==> src/rtl/cpu_sequencer_pkg.sv <==
// Shared definitions for the CPU sequencer: FSM state encoding and the
// instruction field positions used to split the instruction register.
package cpu_sequencer_pkg;

    // Five sequencer states need three bits of encoding.
    typedef enum logic [2:0] {
        S_IDLE      = 3'd0,
        S_FETCH     = 3'd1,
        S_DECODE    = 3'd2,
        S_EXECUTE   = 3'd3,
        S_WRITEBACK = 3'd4
    } seq_state_t;

    // Instruction field bit positions (decoder-facing fields).
    localparam int GROUP_MSB = 15;
    localparam int GROUP_LSB = 13;
    localparam int CMD_MSB   = 12;
    localparam int CMD_LSB   = 10;

endpackage

==> src/rtl/cpu_sequencer_program_counter.sv <==
// Program counter for the sequencer. A load takes priority over an increment;
// the increment wraps modulo 2^ADDR_WIDTH.
module cpu_sequencer_program_counter #(
    parameter int ADDR_WIDTH = 8
) (
    input  logic                  clk,
    input  logic                  reset_n,
    input  logic                  load,
    input  logic [ADDR_WIDTH-1:0] load_val,
    input  logic                  inc,
    output logic [ADDR_WIDTH-1:0] pc
);

    // PC register: branch target load, sequential increment or hold.
    always_ff @(posedge clk or negedge reset_n) begin
        if (!reset_n)  pc <= '0;
        else if (load) pc <= load_val;
        else if (inc)  pc <= pc + 1'b1;
    end

endmodule

==> src/rtl/cpu_sequencer.sv <==
// Multi-cycle CPU sequencer: fetch -> decode -> execute -> writeback.
// Owns the instruction register, branch/write flops and the retired counter;
// the PC lives in cpu_sequencer_program_counter.
// Optional build macro SEQ_SINGLE_STEP_EN adds a 'step' input: one instruction
// per step pulse (with run=1), always returning to IDLE after writeback.
module cpu_sequencer
    import cpu_sequencer_pkg::*;
#(
    parameter int ADDR_WIDTH   = 8,
    parameter int INSTR_WIDTH  = 16,
    parameter int RETIRE_WIDTH = 16
) (
    input  logic                    clk,
    input  logic                    reset_n,
    input  logic                    run,
`ifdef SEQ_SINGLE_STEP_EN
    input  logic                    step,
`endif
    output logic [ADDR_WIDTH-1:0]   instr_addr,
    output logic                    instr_rd_en,
    input  logic [INSTR_WIDTH-1:0]  instr_rdata,
    input  logic                    instr_valid,
    output logic [2:0]              command_group,
    output logic [2:0]              command,
    input  logic                    write_enable,
    input  logic                    branch_select,
    input  logic                    alu_cond,
    output logic                    reg_we,
    output logic                    busy,
    output logic [RETIRE_WIDTH-1:0] retired
);

    seq_state_t             state_q, state_d;
    logic [INSTR_WIDTH-1:0] ir_q;
    logic                   take_q, we_q;
    logic                   pc_load, pc_inc;
    logic [ADDR_WIDTH-1:0]  pc;
    logic                   start_req, continue_run;
    logic                   unused_ir_bits;

`ifdef SEQ_SINGLE_STEP_EN
    // Single-step: leave IDLE only on a step pulse, never chain instructions.
    assign start_req    = run & step;
    assign continue_run = 1'b0;
`else
    assign start_req    = run;
    assign continue_run = run;
`endif

    // Only the decoder fields and the target field are consumed from ir.
    assign unused_ir_bits = ^ir_q;

    assign command_group = ir_q[GROUP_MSB:GROUP_LSB];
    assign command       = ir_q[CMD_MSB:CMD_LSB];
    assign instr_addr    = pc;
    assign busy          = (state_q != S_IDLE);

    cpu_sequencer_program_counter #(.ADDR_WIDTH(ADDR_WIDTH)) u_pc (
        .clk      (clk),
        .reset_n  (reset_n),
        .load     (pc_load),
        .load_val (ir_q[ADDR_WIDTH-1:0]),
        .inc      (pc_inc),
        .pc       (pc)
    );

    // State register.
    always_ff @(posedge clk or negedge reset_n) begin
        if (!reset_n) state_q <= S_IDLE;
        else          state_q <= state_d;
    end

    // Next-state and per-state strobes; writeback outputs exist for one cycle only.
    always_comb begin
        state_d     = state_q;
        instr_rd_en = 1'b0;
        reg_we      = 1'b0;
        pc_load     = 1'b0;
        pc_inc      = 1'b0;
        unique case (state_q)
            S_IDLE:    if (start_req) state_d = S_FETCH;
            S_FETCH: begin
                instr_rd_en = 1'b1;
                if (instr_valid) state_d = S_DECODE;
            end
            S_DECODE:  state_d = S_EXECUTE;
            S_EXECUTE: state_d = S_WRITEBACK;
            S_WRITEBACK: begin
                reg_we  = we_q;
                pc_load = take_q;
                pc_inc  = ~take_q;
                state_d = continue_run ? S_FETCH : S_IDLE;
            end
            default:   state_d = S_IDLE;
        endcase
    end

    // Instruction register captures only on a valid beat while fetching.
    always_ff @(posedge clk or negedge reset_n) begin
        if (!reset_n)                             ir_q <= '0;
        else if (state_q == S_FETCH && instr_valid) ir_q <= instr_rdata;
    end

    // Branch resolution and write intent are latched in EXECUTE for writeback.
    always_ff @(posedge clk or negedge reset_n) begin
        if (!reset_n) begin
            take_q <= 1'b0;
            we_q   <= 1'b0;
        end else if (state_q == S_EXECUTE) begin
            take_q <= branch_select & alu_cond;
            we_q   <= write_enable;
        end
    end

    // Retired-instruction counter, wraps silently.
    always_ff @(posedge clk or negedge reset_n) begin
        if (!reset_n)                     retired <= '0;
        else if (state_q == S_WRITEBACK)  retired <= retired + 1'b1;
    end

endmodule

==> config.mk <==
export PLATFORM = sky130hd
export DESIGN_NAME = cpu_sequencer
export DESIGN_NICKNAME = d
export VERILOG_FILES = /design/src/rtl/cpu_sequencer_pkg.sv /design/src/rtl/cpu_sequencer_program_counter.sv /design/src/rtl/cpu_sequencer.sv
export SDC_FILE = /design/constraint.sdc
export NUM_CORES = 1
export LEC_CHECK = 0
export ABC_AREA = 1
export BUFFER_PORTS_ARGS = -buffer_cell sky130_fd_sc_hd__clkbuf_2
export CAP_MARGIN = 20
export CORE_ASPECT_RATIO = 1.75
export CORE_MARGIN = 4
export CORE_UTILIZATION = 50
export CTS_CLUSTER_SIZE = 16
export DETAILED_ROUTE_END_ITERATION = 7
export GPL_TIMING_DRIVEN = 0
export PLACE_DENSITY = 0.82
export SETUP_SLACK_MARGIN = 0.1
export SYNTH_ARGS = -nofsm -noshare
export SYNTH_HDL_FRONTEND = slang
export SYNTH_HIERARCHICAL = 1
export SYNTH_SLANG_ARGS = --single-unit
==> constraint.sdc <==
create_clock -name clk -period 1.64 [get_ports clk]
set_input_delay 0.164 -clock clk [delete_from_list [all_inputs] [get_ports clk]]
set_output_delay 0.164 -clock clk [all_outputs]
set_load 0.02 [all_outputs]
* Yosys cells after proc, flatten, opt, wreduce, memory -nomap -nowiden *
Cells that the tools add are included.
Widths: inputs -> output; s select.

word-level totals
  output and inout bits = 33
  bits in registers = 45
  bits of input ports = 23
  word-level logic and storage cells = 31

cells by class
  mux-type cells = 10
  bitwise operators = 2
  reductions and logical operators = 5
  add/sub/neg operators = 2
  equality and inequality tests = 6

operator list
  kind                   count
  $add 16x1->16 const B  1
  $mux 8                 2
  $pmux 3 s5             1
  $add 8x1->8 const B    1
  $eq 3x2->1 const B     2
  $mux 3                 2
  $mux 1                 5
  $ne 2x2->1 const B     2
  $eq 3x1->1 const B     1
  $eq 3x3->1 const B     1
  $logic_not 3->1        1
  $reduce_bool 3->1      1
  $reduce_and 2->1       1
  $reduce_bool 2->1      1
  $and 1x1->1            1
  $logic_and 1x1->1      1
  $not 1->1              1

* Depth between registers and ports, before layout *
  depth in word-level cells = 4
  mapped depth = 8
  depth with buffers taken out = 8

* By module *
Netlist, hierarchy kept.

modules (own cells, without submodules)
  module                         times used  sequential area each (um2)  area an instance (um2)  cells each
  cpu_sequencer                  1           875.8                       1,724.2                 202
  cpu_sequencer_program_counter  1           200.2                       499.2                   62

* Worst setup path after synthesis *
Ideal clock, no wire load.

  path type = register -> register
  start point = register state_q[1]
  end point = register u_pc.pc[3]
  path slack = 0.232 ns
  period minus slack after synthesis = 1.408 ns
  library setup time = 0.122 ns
  required time = 1.518 ns
  data arrival time = 1.286 ns
  stages on the path, launching flop included = 8
  buffers on the path = 1
  path through = dfrtp_1 -> nor2_2 -> nand2_4 -> nor2_1 -> buf_4 -> nor2_4 -> a22oi_1 -> nand2_1

on the way
  longest elaborated chain between the ends = 3
  elaborated cells between the ends (all ways) = 5
  those cells by class = eq/ne: 1; mux: 3; reduce/logical: 1

RTL lines
  element                                      line                                 source
  from (decl)                                  cpu_sequencer.sv:33                  seq_state_t state_q, state_d;
  from (signal assigned)                       cpu_sequencer.sv:70                  else state_q <= state_d;
  $eq 3x3->1 *                                 cpu_sequencer.sv:80                  unique case (state_q)
  $mux 1 *                                     cpu_sequencer.sv:80
  net pc_load                                  cpu_sequencer.sv:36                  logic pc_load, pc_inc;
  $mux 8 or $reduce_bool 2->1 (tied branches)  n/a
  to (signal assigned)                         cpu_sequencer_program_counter.sv:17  else if (load) pc <= load_val;
  to (signal assigned)                         cpu_sequencer_program_counter.sv:18  else if (inc) pc <= pc + 1'b1;
  to (decl)                                    cpu_sequencer_program_counter.sv:11  output logic [ADDR_WIDTH-1:0] pc

The timed path passes the listed nets; every way through them passes the cells marked *.
A chain may end at the register's enable or synchronous reset.

* Worst setup path after layout *
  start point = register state_q[0]
  end point = output reg_we

on the way
  longest elaborated chain between the ends = 2

RTL lines
  element     line                 source
  $eq 3x3->1  cpu_sequencer.sv:80
  $mux 1      cpu_sequencer.sv:80
  to (decl)   cpu_sequencer.sv:28  output logic reg_we,

No other way between the ends.

==> summary.txt <==
Routing
  – Drt initial violations: 80
  – Number of vias per cell: 5.105
  – Remaining design rule violation count: 0
  – Final ANT Viol Nets: 0
  – DRT Wirelength: 4844 µm
  – Wire length per cell: 12.71 µm
  – First-pass DRT Iterations: 4
  – Routed vias: 1945

Worst setup path
  – Max FO, Critical Path: 4
  – R2R Setup Slk: 0.18 ns
  – CP max stage cell: dfrtp_1
  – CP startpoint: state_q[0]
  – Setup crit start kind: flip-flop
  – Crit path cell chain: buf_4 -> nor2_4 -> nand2_4 -> nor2_1 -> clkbuf_2
  – Crit Path Class: flip-flop to output port
  – RR Startpoint: state_q[0]
  – Critical path destination: reg_we
  – Worst flop-to-flop path endpoint: retired[8]
  – CP Capture Type: output port
  – R2R cell count: 8
  – Critical Path RT: 1.48 ns
  – Largest stage delay, worst path: 0.41 ns
  – Arr. time, crit path: 1.31 ns

Run
  – Total of max-cap violations: 0

Die
  – Initial Util: 52.59%
  – Row Count: 31
  – Die height: 96.22 µm
  – Die W: 58.41 µm
  – Die area: 5620 µm²
  – Core ar.: 4228 µm²
  – I/O pins: 56

Timing
  – Fmax: 677.9 MHz
  – Worst slew pin tran: 0.4251 ns
  – RSZ-0062 raised after global routing: yes
  – Clock Skews: 0.006363 ns
  – Final Hold Vio Count: 0
  – Slew HR: 71.66%
  – Endpoints failing setup: 0
  – PnR worst setup slack: 0.1648 ns
  – Tmin final: 1.475 ns
  – Slew Viols, Final: 0
  – Setup TNS: 0 ns
  – Final cycle utilization of the critical path: 89.95%

Global route
  – Met1 Usage GRT: 18.71%
  – Initial antenna violation count: 0
  – Remaining global-route overflow: 0
  – Busiest grt layer: met2
  – Grt met2 use: 33.68%
  – First-pass GRT wire length: 7707 µm
  – Met3 usage: 3.624%
  – Largest net degree at the start of global routing: 44
  – Vias in the first global route: 1804
  – GRT Overall Usage: 17.79%

Power
  – P_sw: 0.001709 W
  – Internal power: 0.002599 W
  – Share of power burned in registers: 40.2%
  – Lkg Pwr: 1.459 nW
  – Sw frac: 39.67%
  – Clock group share of total power: 19.9%
  – Max IR drop VDD: 1.021 mV
  – Combinational power share: 39.9%
  – Pwr Total: 0.004308 W
  – Pwr per Cell Area: 1566 nW/µm²

Final layout
  – Fraction of layout cells with a size suffix above 1: 29.52%
  – Commonest cells after routing, fill and taps aside: nand2_1, clkbuf_2, dfrtp_1, nand3_1, inv_1
  – Finished Core Util: 65.08%
  – Area Overhead vs Synth: 23.75%
  – Most common cell after layout, fill and taps aside: nand2_1
  – Inserted Diodes: 0
  – Final #Nets: 356
  – Filler cell count: 397

Place
  – IO Port Bufs: 52
  – Sum of net half-perimeters after detailed placement: 3601 µm
  – GPL Wtd Cong: 0.8543
  – Setup slack at placement: 0.02724 ns

Synth
  – Syn_nets: 289
  – Mapped Cells: 264
  – Synthesized area: 2223 µm²
  – Async SR Flop Fraction: 100.0%
  – Post-Synthesis Mean Instance Area: 8.422 µm²
  – Yosys warnings: 6
  – FF+latch count, synth: 43
  – Synth Flop Type: dfrtp_1
  – Sequential area share after synthesis: 48.40%
  – Post-synth EDFFs: 0
  – Cell variety after synth: 28

Clock tree
  – Root Driver: clkbuf_8
  – Clk pin slew, worst setup/hold paths: 0.08 ns
  – Clock Latency Late Sink: 0.29 ns
  – Htree depth: 2
  – # clock sinks: 43
  – TritonCTS buffer count: 5
  – CTS Buffer Depth: 2
  – TritonCTS clock tree: yes

Outcome
  – Status: finished, final reports clean

Min path
  – HP Class: input port to flip-flop
  – Hold Path Cell Cnt: 3
## cell usage after synthesis (4+ instances only)
library cell  instances  share of area [%]
nand4_1               5                1.4
buf_4                 7                2.4
nand3_1              33                7.4
nor2_1               20                3.4
nor2_2                4                1.1
xor2_1                7                2.8
a22oi_1               6                2.0
nand2_1              83                 14
xnor2_1               5                2.0
dfrtp_1              43                 48
nor2_4                4                2.0
inv_1                21                3.5
## cells by family after synthesis
logic type / Yosys count / synth area share (%)
buffers and inverters: 34 / 7.653
xor gates and xnor gates: 12 / 4.727
and+or+nand+nor: 159 / 34.05
AOI/OAI and AO/OA: 14 / 4.051
DFF: 43 / 48.40
adders and majority gates: 2 / 1.125
## critical path, delay by kind of cell (launching register included)
family                 cells  cell delay (ns)
DFF                        1             0.41
buffers and inverters      2             0.32
and+or+nand+nor            3             0.29
## sequential cells by signal, indices dropped and copies added (netlist names)
name	cells
retired	16
we_q	1
ir_q	14
u_pc/pc	8
take_q	1
state_q	3
## routing by layer
metal | up-vias | part of all wire (%)
met5 | - | 0
met4 | 0 | 1.9
met3 | 8 | 5.2
met2 | 49 | 55
met1 | 916 | 38
li1 | 972 | -
## layout make-up
type	count	area, µm²	area share (%)
inverters	23	86.33	3.138
well taps	49	61.31	2.228
plain buffers	11	87.58	3.183
clock buffers	6	82.58	3.001
repair buffers	60	335.3	12.19
clock inverters	2	35.03	1.273
flip-flops and latches	43	1079	39.20
multi-input cells	187	984.7	35.79
## power groups by stage
| stage | logic [W] | registers (W) | clock network [W] |
|---|---|---|---|
| after detailed placement | 0.00162 | 0.00175 | 0 |
| after floorplan | 0.00104 | 0.00184 | 0 |
| after global placement | 0.00158 | 0.00174 | 0 |
| final | 0.00172 | 0.00173 | 0.000857 |
| after global routing | 0.00190 | 0.00177 | 0.000917 |
| after CTS | 0.00167 | 0.00174 | 0.000884 |
## what timing repair did
item | 4_1_cts | 5_1_grt
gates resized for setup | 3 | 2
hold endpoints to repair | 0 | 7
setup buffers | 1 | 5
pin swaps | 1 | 1
hold buffers | 0 | 1
endpoints found under the setup margin | 10 | 11
## worst min path at each step
stage                                from         end
after floorplan                   reset_n     ir_q[0]
after global placement       write_enable        we_q
after detailed placement     write_enable        we_q
after CTS                         reset_n  u_pc/pc[0]
after global routing      instr_rdata[14]    ir_q[14]
final                      instr_rdata[2]     ir_q[2]
## through the flow
step | std cells | cell area [µm²] | hold WS [ns]
after global routing | 381 | 2751 | 0.08168
after floorplan | 264 | 2223 | -0.1316
after global placement | 365 | 2545 | 0.3827
final | 381 | 2751 | 0.08723
after detailed placement | 365 | 2545 | 0.3929
after CTS | 374 | 2679 | 0.07985
Note: power is estimated with default switching activity, not from simulation.
